==> config.mk <==
export PLATFORM = sky130hd
export DESIGN_NAME = carbon_tier_ctrl
export DESIGN_NICKNAME = d
export VERILOG_FILES = /design/src/rtl/carbon_tier_ctrl.sv
export SDC_FILE = /design/constraint.sdc
export NUM_CORES = 1
export LEC_CHECK = 0
export CORE_ASPECT_RATIO = 1.25
export CORE_MARGIN = 2
export CORE_UTILIZATION = 35
export CTS_CLUSTER_DIAMETER = 200
export DETAILED_ROUTE_END_ITERATION = 10
export SYNTH_ARGS = -nofsm -noshare
export SYNTH_HDL_FRONTEND = slang
export SYNTH_SLANG_ARGS = --single-unit
==> constraint.sdc <==
create_clock -name clk -period 2.55 [get_ports clk]
set_clock_uncertainty 0.1 [all_clocks]
set_input_delay 0.765 -clock clk [delete_from_list [all_inputs] [get_ports clk]]
set_output_delay 0.765 -clock clk [all_outputs]
set_load 0.02 [all_outputs]
==> src/rtl/carbon_tier_ctrl.sv <==
// carbon_tier_ctrl: MODEUP/RETMD tier-transition responder for CarbonZ80.
// Keeps the current tier CSR and a mode-descriptor stack of {prev tier, return PC}.
// Each accepted request is validated and committed in one EXEC cycle and answered
// with either a completed transition or a trap cause.
// Optional build macro: CARBON_TIER_CTRL_LATERAL_EN (equal-tier MODEUP becomes legal).
module carbon_tier_ctrl #(
  parameter int unsigned MD_DEPTH   = 4,
  parameter int unsigned RESET_TIER = 0,
  parameter int unsigned MAX_TIER   = 2
) (
  input  logic        clk,
  input  logic        rst_n,
  input  logic        req_valid,
  output logic        req_ready,
  input  logic        req_op,
  input  logic [7:0]  req_tier,
  input  logic [15:0] req_ret_pc,
  output logic        rsp_valid,
  input  logic        rsp_ready,
  output logic        rsp_ok,
  output logic [15:0] rsp_pc,
  output logic [31:0] rsp_cause,
  output logic [7:0]  tier_o,
  output logic [3:0]  md_sp_o,
  output logic        trapped_o
);

  localparam int unsigned AW       = (MD_DEPTH > 1) ? $clog2(MD_DEPTH) : 1;
  localparam logic [7:0]  MAX_T    = 8'(MAX_TIER);
  localparam logic [7:0]  RST_T    = 8'(RESET_TIER);
  localparam logic [3:0]  DEPTH_SP = 4'(MD_DEPTH);

  localparam logic [31:0] CAUSE_TIER  = 32'h0000_0012;
  localparam logic [31:0] CAUSE_UNDER = 32'h0000_0013;
  localparam logic [31:0] CAUSE_FULL  = 32'h0000_0014;

  typedef enum logic [1:0] {S_IDLE, S_EXEC, S_RESP} state_t;

  state_t        state;
  logic          op_q;
  logic [7:0]    tier_q;
  logic [15:0]   pc_q;

  logic [7:0]    stk_tier [MD_DEPTH];
  logic [15:0]   stk_pc   [MD_DEPTH];

  logic [AW-1:0] push_idx;
  logic [AW-1:0] pop_idx;
  logic          tier_bad;
  logic          stk_full;
  logic          stk_empty;
  logic          do_push;
  logic          do_pop;
  logic [31:0]   trap_cause;

  // Validate the latched request against current tier and stack occupancy
  always_comb begin
    push_idx   = AW'(md_sp_o);
    pop_idx    = AW'(md_sp_o - 4'd1);
    stk_full   = (md_sp_o >= DEPTH_SP);
    stk_empty  = (md_sp_o == 4'd0);
`ifdef CARBON_TIER_CTRL_LATERAL_EN
    tier_bad   = (tier_q < tier_o) || (tier_q > MAX_T);
`else
    tier_bad   = (tier_q <= tier_o) || (tier_q > MAX_T);
`endif
    do_push    = 1'b0;
    do_pop     = 1'b0;
    trap_cause = '0;
    if (op_q) begin
      if (stk_empty) trap_cause = CAUSE_UNDER;
      else           do_pop     = 1'b1;
    end else begin
      // tier check has priority over the full check
      if (tier_bad)      trap_cause = CAUSE_TIER;
      else if (stk_full) trap_cause = CAUSE_FULL;
      else               do_push    = 1'b1;
    end
  end

  // MD stack storage; contents are don't-care above md_sp_o so no reset needed
  always_ff @(posedge clk) begin
    if (state == S_EXEC && do_push) begin
      stk_tier[push_idx] <= tier_o;
      stk_pc[push_idx]   <= pc_q;
    end
  end

  // Request/response FSM with registered handshake, response and CSR outputs
  always_ff @(posedge clk or negedge rst_n) begin
    if (!rst_n) begin
      state     <= S_IDLE;
      op_q      <= 1'b0;
      tier_q    <= '0;
      pc_q      <= '0;
      req_ready <= 1'b1;
      rsp_valid <= 1'b0;
      rsp_ok    <= 1'b0;
      rsp_pc    <= '0;
      rsp_cause <= '0;
      tier_o    <= RST_T;
      md_sp_o   <= '0;
      trapped_o <= 1'b0;
    end else begin
      case (state)
        S_IDLE: begin
          if (req_valid && req_ready) begin
            op_q      <= req_op;
            tier_q    <= req_tier;
            pc_q      <= req_ret_pc;
            req_ready <= 1'b0;
            state     <= S_EXEC;
          end
        end
        S_EXEC: begin
          rsp_valid <= 1'b1;
          rsp_ok    <= do_push | do_pop;
          rsp_cause <= trap_cause;
          rsp_pc    <= do_pop ? stk_pc[pop_idx] : '0;
          if (do_push) begin
            md_sp_o <= md_sp_o + 4'd1;
            tier_o  <= tier_q;
          end else if (do_pop) begin
            md_sp_o <= md_sp_o - 4'd1;
            tier_o  <= stk_tier[pop_idx];
          end else begin
            trapped_o <= 1'b1;
          end
          state <= S_RESP;
        end
        S_RESP: begin
          if (rsp_valid && rsp_ready) begin
            rsp_valid <= 1'b0;
            req_ready <= 1'b1;
            state     <= S_IDLE;
          end
        end
        default: state <= S_IDLE;
      endcase
    end
  end

endmodule

==> After elaboration in Yosys (flattened, before gate mapping) <==
Memory sizes are Yosys's and may differ from the RTL's.
Cells that the tools add are included.
{ "op_classes": {"n_addsub": 2, "n_lt_le_gt_ge": 3, "n_eq_ne": 4, "muxes": 24, "bitwise": 3, "reduce_logical": 15} }
{ "op_table": {"columns": ["op", "count"], "rows": [
  ["2-to-1 mux 32 bit", 1],
  ["2-to-1 mux 16 bit", 1],
  ["2-to-1 mux 8 bit", 2],
  ["2-to-1 mux 5 bit", 3],
  ["2-to-1 mux 1 bit", 10],
  ["greater-than comparator 8 x 2 -> 1 bit, second input constant", 1],
  ["<= comparator 8 bit", 1],
  ["2-to-1 mux 4 bit", 2],
  ["AND reduction 2 bit", 4],
  ["case mux 2 bit (3 select lines)", 1],
  ["AND reduction 3 bit", 2],
  ["nonzero test 2 bit", 3],
  ["adder 4 x 1 -> 4 bit, second input constant", 1],
  [">= comparator 4 x 3 -> 1 bit, second input constant", 1],
  ["logical NOT 4 bit", 1],
  ["2-to-1 mux 2 bit", 2],
  ["inequality test 2 bit, second input constant", 2],
  ["case mux 1 bit (2 select lines)", 2],
  ["subtractor 4 x 1 -> 4 bit, second input constant", 1],
  ["logical AND 1 bit", 3],
  ["== test 2 x 1 -> 1 bit, second input constant", 1],
  ["== test 2 bit, second input constant", 1],
  ["logical NOT 2 bit", 1],
  ["NOT 1 bit", 2],
  ["other kinds (2)", 2]
]} }
{ "word_totals": {"ff_bits": 91, "mem_bits_rw": 96, "in_bits": 29, "out_inout_bits": 64, "mem_count": 2} }
{ "mem_list": {"columns": ["name", "depth", "word_bits", "read_ports", "rd_clocked_by_memory_dff", "wr", "line", "text"], "rows": [
  ["stk_pc", 4, 16, 1, 0, 1, "45", "logic [15:0] stk_pc [MD_DEPTH];"],
  ["stk_tier", 4, 8, 1, 0, 1, "44", "logic [7:0] stk_tier [MD_DEPTH];"]
]} }

==> Depth between registers and ports, before layout <==
Gate-level depths: netlist (run 1).
{ "depth": {"word_depth": 7, "mapped_depth": 10, "mapped_depth_nobuf": 8} }

==> Least setup slack after synthesis (run 1) <==
No wires, ideal clock.
{ "synth_timing": {"kind": "register to register", "from": "reg tier_o[3]", "to": "mem stk_pc[0][0] (enable)", "setup_time_ps": 383, "t_arrival_ps": 2408, "t_required_ps": 2067, "path_slack_ps": -341, "path_stages_with_launch": 8, "path_buffers": 0, "synth_period_minus_slack_ps": 2891, "path_cell_list": "dfrtp_1 > inv_1 > ha_1 > nand2_1 > o21bai_1 > a21o_1 > a2111oi_4 > and3_1"} }
{ "synth_between": {"elab_chain_cells": 7} }
{ "synth_lines": {"columns": ["element", "line", "text"], "rows": [
  ["start: declaration", "23", "output logic [7:0] tier_o,"],
  ["start signal: assignment", "122", "tier_o <= tier_q;"],
  ["start signal: assignment", "125", "tier_o <= stk_tier[pop_idx];"],
  ["<= comparator 8 bit", "65", "tier_bad = (tier_q <= tier_o) || (tier_q > MAX_T);"],
  ["logical OR 1 bit", "65", null],
  ["2-to-1 mux 1 bit", "75", "if (tier_bad) trap_cause = CAUSE_TIER;"],
  ["2-to-1 mux 1 bit", "70", "if (op_q) begin"],
  ["logical AND 1 bit", "83", "if (state == S_EXEC && do_push) begin"],
  ["2-to-1 mux 1 bit", "83", null],
  ["2-to-1 mux 1 bit (implied by the code)", "85", "stk_pc[push_idx] <= pc_q;"],
  ["end: declaration", "45", null]
]} }
No other way between the ends.

==> Worst setup path after layout (run 1) <==
{ "layout_timing": {"from": "reg md_sp_o[2]", "to": "out md_sp_o[2]"} }
{ "layout_rtl": {"columns": ["element", "line", "text"], "rows": [
  ["start: declaration", "24", "output logic [3:0] md_sp_o,"],
  ["start signal: assignment", "121", "md_sp_o <= md_sp_o + 4'd1;"],
  ["start signal: assignment", "124", "md_sp_o <= md_sp_o - 4'd1;"]
]} }
No word-level cell between the ends.

==> flow_metrics.env, run 1 <==
export IMPL_finish_instance_area_um2=8130
export IMPL_avgSynthCellArea_um2=16.8
export IMPL_drt_iter0_drc=149
export IMPL_yosysSeqAreaShare_pct=69.8
export IMPL_clk_latency_ns=0.42
export IMPL_required_ns=1.69
export IMPL_grt_pass1_wl_mm=20.8
export IMPL_die_y_um=155
export IMPL_ys_warnings_count=0
export IMPL_die_w_um=125
export IMPL_drv_slew=0
export IMPL_synthMuxAreaShare_pct=12.7
export IMPL_clock_sinks=159
export IMPL_ant_nets=0
export IMPL_synth_top_family_by_area="multiplexers"
export IMPL_syn_inst=380
export IMPL_rows=55
export IMPL_leakage_nw=3.14
export IMPL_grt_overflow=0
export IMPL_root_buffer="clkbuf_16"
export IMPL_fmax_mhz=401
export IMPL_final_common_cell="edfxtp_1"
export IMPL_clk_pin_slew_worst_paths_ns=0.06
export IMPL_synth_top_area_share_pct=45.1
export IMPL_ff2ff_setup_slack_ns=0.10
export IMPL_vias=3511
export IMPL_status="complete, no violations"
export IMPL_start_kind="flip-flop"
export IMPL_ys_flop_type="edfxtp_1"
export IMPL_diodes=0
export IMPL_powerDensity_nw_per_um2=841
export IMPL_cpPeakStageDelay_ns=0.67
export IMPL_crit_path_max_fanout=7
export IMPL_async_reset_ff_share_pct=39.6
export IMPL_synthToLayoutAreaGrowth_pct=27.1
export IMPL_crit_slowest_cell="clkdlybuf4s50_1"
export IMPL_drive_gt1_share_pct=25.2
export IMPL_crit_chain="clkdlybuf4s50_1"
export IMPL_viasPerCell=4.87
export IMPL_crit_family="buffers and inverters"
export IMPL_place_area_um2=7490
export IMPL_drc=0
export IMPL_dr_pass1_iters=4
export IMPL_grtUsageTotal_pct=14.2
export IMPL_synth_simple_gate_area_share_pct=3.52
export IMPL_grt_pass1_vias=3642
export IMPL_nets=521
export IMPL_finalCritPeriodShare_pct=97.8
export IMPL_syn_cell_area_um2=6390
export IMPL_cts_buffers=17
export IMPL_synth_edf_count=96
export IMPL_final_hold_violation_count=0
export IMPL_cap_violations=0
export IMPL_rsz0062_at_grt="true"
export IMPL_synth_seq_cells=159
export IMPL_htree_levels=4
export IMPL_synth_compound_area_share_pct=6.32
export IMPL_setup_tns_ns=0
export IMPL_wirelength_mm=13.1
export IMPL_path_class="flip-flop to primary output"
export IMPL_ys_top_cells_by_area="edfxtp_1 45%, dfrtp_1 24%, mux4_2 8.5%"
export IMPL_period_needed_ns=2.49
export IMPL_synth_xor_area_share_pct=0.274
export IMPL_min_path_type="input pin to async pin"
export IMPL_fin_cells=721
export IMPL_port_buffers=64
export IMPL_crit_arrival_ns=1.63
export IMPL_yosysUniqueCellTypes=38
export IMPL_finalWeightedCongestion=0.759
export IMPL_end_kind="primary output"
export IMPL_synth_top_cell_by_area="edfxtp_1"
export IMPL_final_cell_mix="96 x edfxtp_1, 63 x clkdlybuf4s50_1, 60 x dfrtp_1"
export IMPL_synth_adder_area_share_pct=2.35
export IMPL_core_area_um2=18000
export IMPL_setup_violations=0
export IMPL_cp_num_buf_inv=1
export IMPL_die_area_um2=19400
export IMPL_clk_path_buf_depth=2
export IMPL_start_util_pct=35.5
export IMPL_n_fill_cell=1583
export IMPL_wl_per_cell_um=18.2
export IMPL_antenna_found_initial=0
export IMPL_ir_drop_v=0.000519
export IMPL_dp_hpwl_mm=8.73
export IMPL_ios=93
export IMPL_slew_headroom_pct=40.7
export IMPL_dp_cells=686
export IMPL_cts_tree="done"
export IMPL_worst_pin_slew_ns=0.888
export IMPL_grt_max_degree=64
[report_power, final]
group | leakage, nW | total, mW | switching [mW] | internal [mW]
sequential | 1.75 | 3.23 | 0.200 | 3.03
combinational | 1.11 | 1.10 | 0.552 | 0.553
clock | 0.280 | 2.50 | 1.04 | 1.46
total | 3.14 | 6.84 | 1.79 | 5.05
[final cells by class]
class / instances / area (um2) / share of cell area, %
Clock inverter: 14 / 156 / 1.92
Clock buffer: 18 / 429 / 5.28
Multi-Input combinational cell: 192 / 1730 / 21.3
Sequential cell: 159 / 4460 / 54.9
Inverter: 13 / 48.8 / 0.600
Timing Repair Buffer: 97 / 1010 / 12.5
Tap cell: 228 / 285 / 3.51
[registers in the layout, summed over array words and instances (netlist names), 4 cells and up]
| name | cells |
|---|---|
| pc_q | 16 |
| tier_q | 8 |
| md_sp_o | 4 |
| tier_o | 8 |
| rsp_cause | 4 |
| stk_pc | 64 |
| rsp_pc | 16 |
| stk_tier | 32 |
[logic make-up after synthesis]
| group | after synthesis |
|---|---|
| multiplexers | 48 |
| other | 1 |
| XOR/XNOR | 2 |
| AO/OA/AOI/OAI | 52 |
| flip-flops | 159 |
| adder cells (fa/ha/maj) | 12 |
| AND/OR/NAND/NOR | 50 |
| buffers and inverters | 56 |
[layer usage]
layer | wire length (um) | track usage, % | share of wire, %
met1 | 5500 | 17.8 | 42
met5 | 0 | 0 | 0
met4 | 301 | 6.03 | 2.3
met3 | 597 | 2.89 | 4.6
met2 | 6700 | 24.1 | 51
[worst paths after layout]
kind,to,cells past startpoint,startpoint
worst max-delay path,md_sp_o[2],1,md_sp_o[2]
worst min-delay path,rsp_valid,2,rst_n
worst max register to register,stk_tier[3][4],8,tier_o[1]
worst min register to register,trapped_o,1,trapped_o
max in group asynchronous,md_sp_o[0],2,rst_n
min in group clk,trapped_o,1,trapped_o
[Yosys cell counts (3+ instances only)]
master / instances
nor2_1: 9
a22o_1: 17
buf_2: 5
nand3_1: 3
dfrtp_1: 62
and3_1: 4
ha_1: 12
mux4_2: 24
clkbuf_1: 10
o21ai_0: 11
buf_4: 28
nand4_1: 3
inv_1: 13
nand2_1: 24
o211ai_1: 3
a21o_1: 3
mux2_2: 24
edfxtp_1: 96
a21oi_1: 7
[through the flow]
step	setup slack (ns)	hold WS, ns	power [mW]	util, %
after detailed placement	0.0830	0.356	4.39	41.6
after CTS	0.0308	0.266	6.89	44.8
after global placement	0.143	0.344	4.35	41.6
after floorplan	-0.0937	0.369	3.99	-
after global routing	-0.0261	0.283	7.15	45.1
final	0.0568	0.250	6.84	45.1
[repair_timing]
item                                    in CTS  in global routing
endpoints found under the setup margin       0                105
hold buffers                                 0                  0
setup buffers                                0                  3
resized for setup                            0                  4
Power figures use the tool's default switching activity.
==> run 2, diff against run 1 <==
- CAP_MARGIN: not set -> 25
- GPL_TIMING_DRIVEN: not set -> 0
==> run 2 against run 1 <==
Net effect:
- non-clock buffer count is 28 higher
- sequential share of layout area shrank 1.9 points
- setup slack worse by 0.031 ns
- hold slack better by 0.096 ns
- clock power decreased by 3%
- largest power group unchanged
- highest routed layer unchanged
==> flow_metrics.env, run 2 (same netlist as run 1, synthesis figures left out) <==
export IMPL_wirelength_mm=15.0
export IMPL_required_ns=2.59
export IMPL_die_area_um2=19400
export IMPL_worst_pin_slew_ns=0.894
export IMPL_drt_iter0_drc=185
export IMPL_rr_endpoint="stk_pc[3][3]"
export IMPL_port_buffers=64
export IMPL_clock_sinks=159
export IMPL_dp_cells=699
export IMPL_start_kind="flip-flop"
export IMPL_drv_slew=0
export IMPL_reg2reg_depth=8
export IMPL_top_register="stk_pc"
export IMPL_cts_tree="done"
export IMPL_diodes=0
export IMPL_status="complete, no violations"
export IMPL_start_util_pct=35.5
export IMPL_grt_pass1_vias=3688
export IMPL_rows=55
export IMPL_drive_gt1_share_pct=32.5
export IMPL_fin_cells=760
export IMPL_htree_levels=4
export IMPL_dp_hpwl_mm=8.55
export IMPL_slew_headroom_pct=40.4
export IMPL_core_area_um2=18000
export IMPL_grt_overflow=0
export IMPL_ant_nets=0
export IMPL_setup_tns_ns=0
export IMPL_end_kind="flip-flop"
export IMPL_largest_reg_flops=64
export IMPL_crit_arrival_ns=2.57
export IMPL_powerDensity_nw_per_um2=823
export IMPL_p_total_mw=6.94
export IMPL_final_common_cell="edfxtp_1"
export IMPL_cts_buffers=17
export IMPL_ir_drop_v=0.000518
export IMPL_hold_worst_slack_ns=0.346
export IMPL_die_w_um=125
export IMPL_finalCritPeriodShare_pct=99.0
export IMPL_reg_largest_list="stk_pc x64, stk_tier x32"
export IMPL_leakage_nw=3.29
export IMPL_grtUsageTotal_pct=15.6
export IMPL_grt_max_degree=64
export IMPL_root_buffer="clkbuf_16"
export IMPL_final_hold_violation_count=0
export IMPL_antenna_found_initial=0
export IMPL_crit_path_max_fanout=8
export IMPL_ff2ff_setup_slack_ns=0.03
export IMPL_clk_pin_slew_worst_paths_ns=0.07
export IMPL_wl_per_cell_um=19.8
export IMPL_synthToLayoutAreaGrowth_pct=31.9
export IMPL_vias=3770
export IMPL_period_needed_ns=2.52
export IMPL_viasPerCell=4.96
export IMPL_drc=0
export IMPL_dr_pass1_iters=5
export IMPL_clk_path_buf_depth=2
export IMPL_clk_latency_ns=0.42
export IMPL_nets=560
export IMPL_fmax_mhz=396
export IMPL_path_class="flip-flop to flip-flop"
export IMPL_ios=93
export IMPL_reg2reg_from="tier_q[3]"
export IMPL_finalWeightedCongestion=0.848
export IMPL_min_path_type="input pin to async pin"
export IMPL_cap_violations=0
export IMPL_final_cell_mix="96 x edfxtp_1, 63 x clkdlybuf4s50_1, 54 x dfrtp_1"
export IMPL_setup_violations=0
export IMPL_die_y_um=155
export IMPL_grt_pass1_wl_mm=22.3
-- run 2: cell types whose count changed in the layout (fill, tap and decap cells not counted), moves of 5 or more --
| cell | delta |
|---|---|
| dfrtp_1 | -6 |
| buf_4 | +20 |
| ha_4 | +5 |
| dfrtp_2 | +6 |
| buf_12 | -8 |
| ha_1 | -5 |
| and3_4 | +13 |
-- run 2: metal layers --
| metal | routed length (um) | up-vias | track usage [%] |
|---|---|---|---|
| met4 | 317 | 0 | 4.92 |
| met1 | 6040 | 1923 | 19.4 |
| met3 | 786 | 19 | 3.54 |
| met2 | 7890 | 131 | 27.1 |
| met5 | 0 | - | 0 |
| li1 | - | 1697 | - |
-- run 2: worst max-delay path, stage by stage (launching register included) --
cell,delay (ns)
dfrtp_1,0.43
ha_4,0.29
nand2_1,0.07
o21bai_1,0.15
a21o_1,0.23
a2111oi_4,0.41
buf_6,0.20
and3_4,0.23
buf_12,0.14
-- run 2: worst max path at each step --
stage | end | start | cells after the start
floorplan | stk_pc[0][0] | tier_o[3] | 7
global placement | tier_q[6] | rst_n | 1
detailed placement | tier_o[1] | md_sp_o[0] | 10
CTS | stk_tier[3][0] | tier_o[3] | 9
global route | stk_tier[3][0] | tier_o[4] | 8
finish | stk_pc[3][3] | tier_q[3] | 8
-- run 2: where the power goes --
group / switching (mW) / internal, mW
Sequential: 0.224 / 3.03
Clock: 1.12 / 1.29
Combinational: 0.611 / 0.653
Total: 1.96 / 4.98
-- run 2: area by class of cell --
cell class                 instances  area, um2
fill                            1551       9590
sequential                       159       4470
multi-input combinational        203       1930
timing repair buffer              82        813
clock buffer                      17        425
buffer                            43        324
tap                              228        285
clock inverter                    15        141
inverter                          13       48.8
-- run 2: repair_timing --
item | CTS | global route
setup endpoints to repair | 130 | 119
hold buffers | 0 | 0
buffers inserted | 5 | 11
cloned | 11 | 1
pin swaps | 7 | 4
gates resized for setup | 38 | 13
endpoints found under the hold margin | 0 | 0
-- run 2: metrics by stage --
| stage | cell area, um2 | worst slack (ns) | utilization (%) |
|---|---|---|---|
| finish | 8440 | 0.0253 | 46.8 |
| global placement | 7430 | -1.70 | 41.2 |
| detailed placement | 7430 | -0.660 | 41.2 |
| floorplan | 6510 | -0.0937 | - |
| CTS | 8270 | 0.00835 | 45.9 |
| global route | 8440 | -0.0236 | 46.8 |
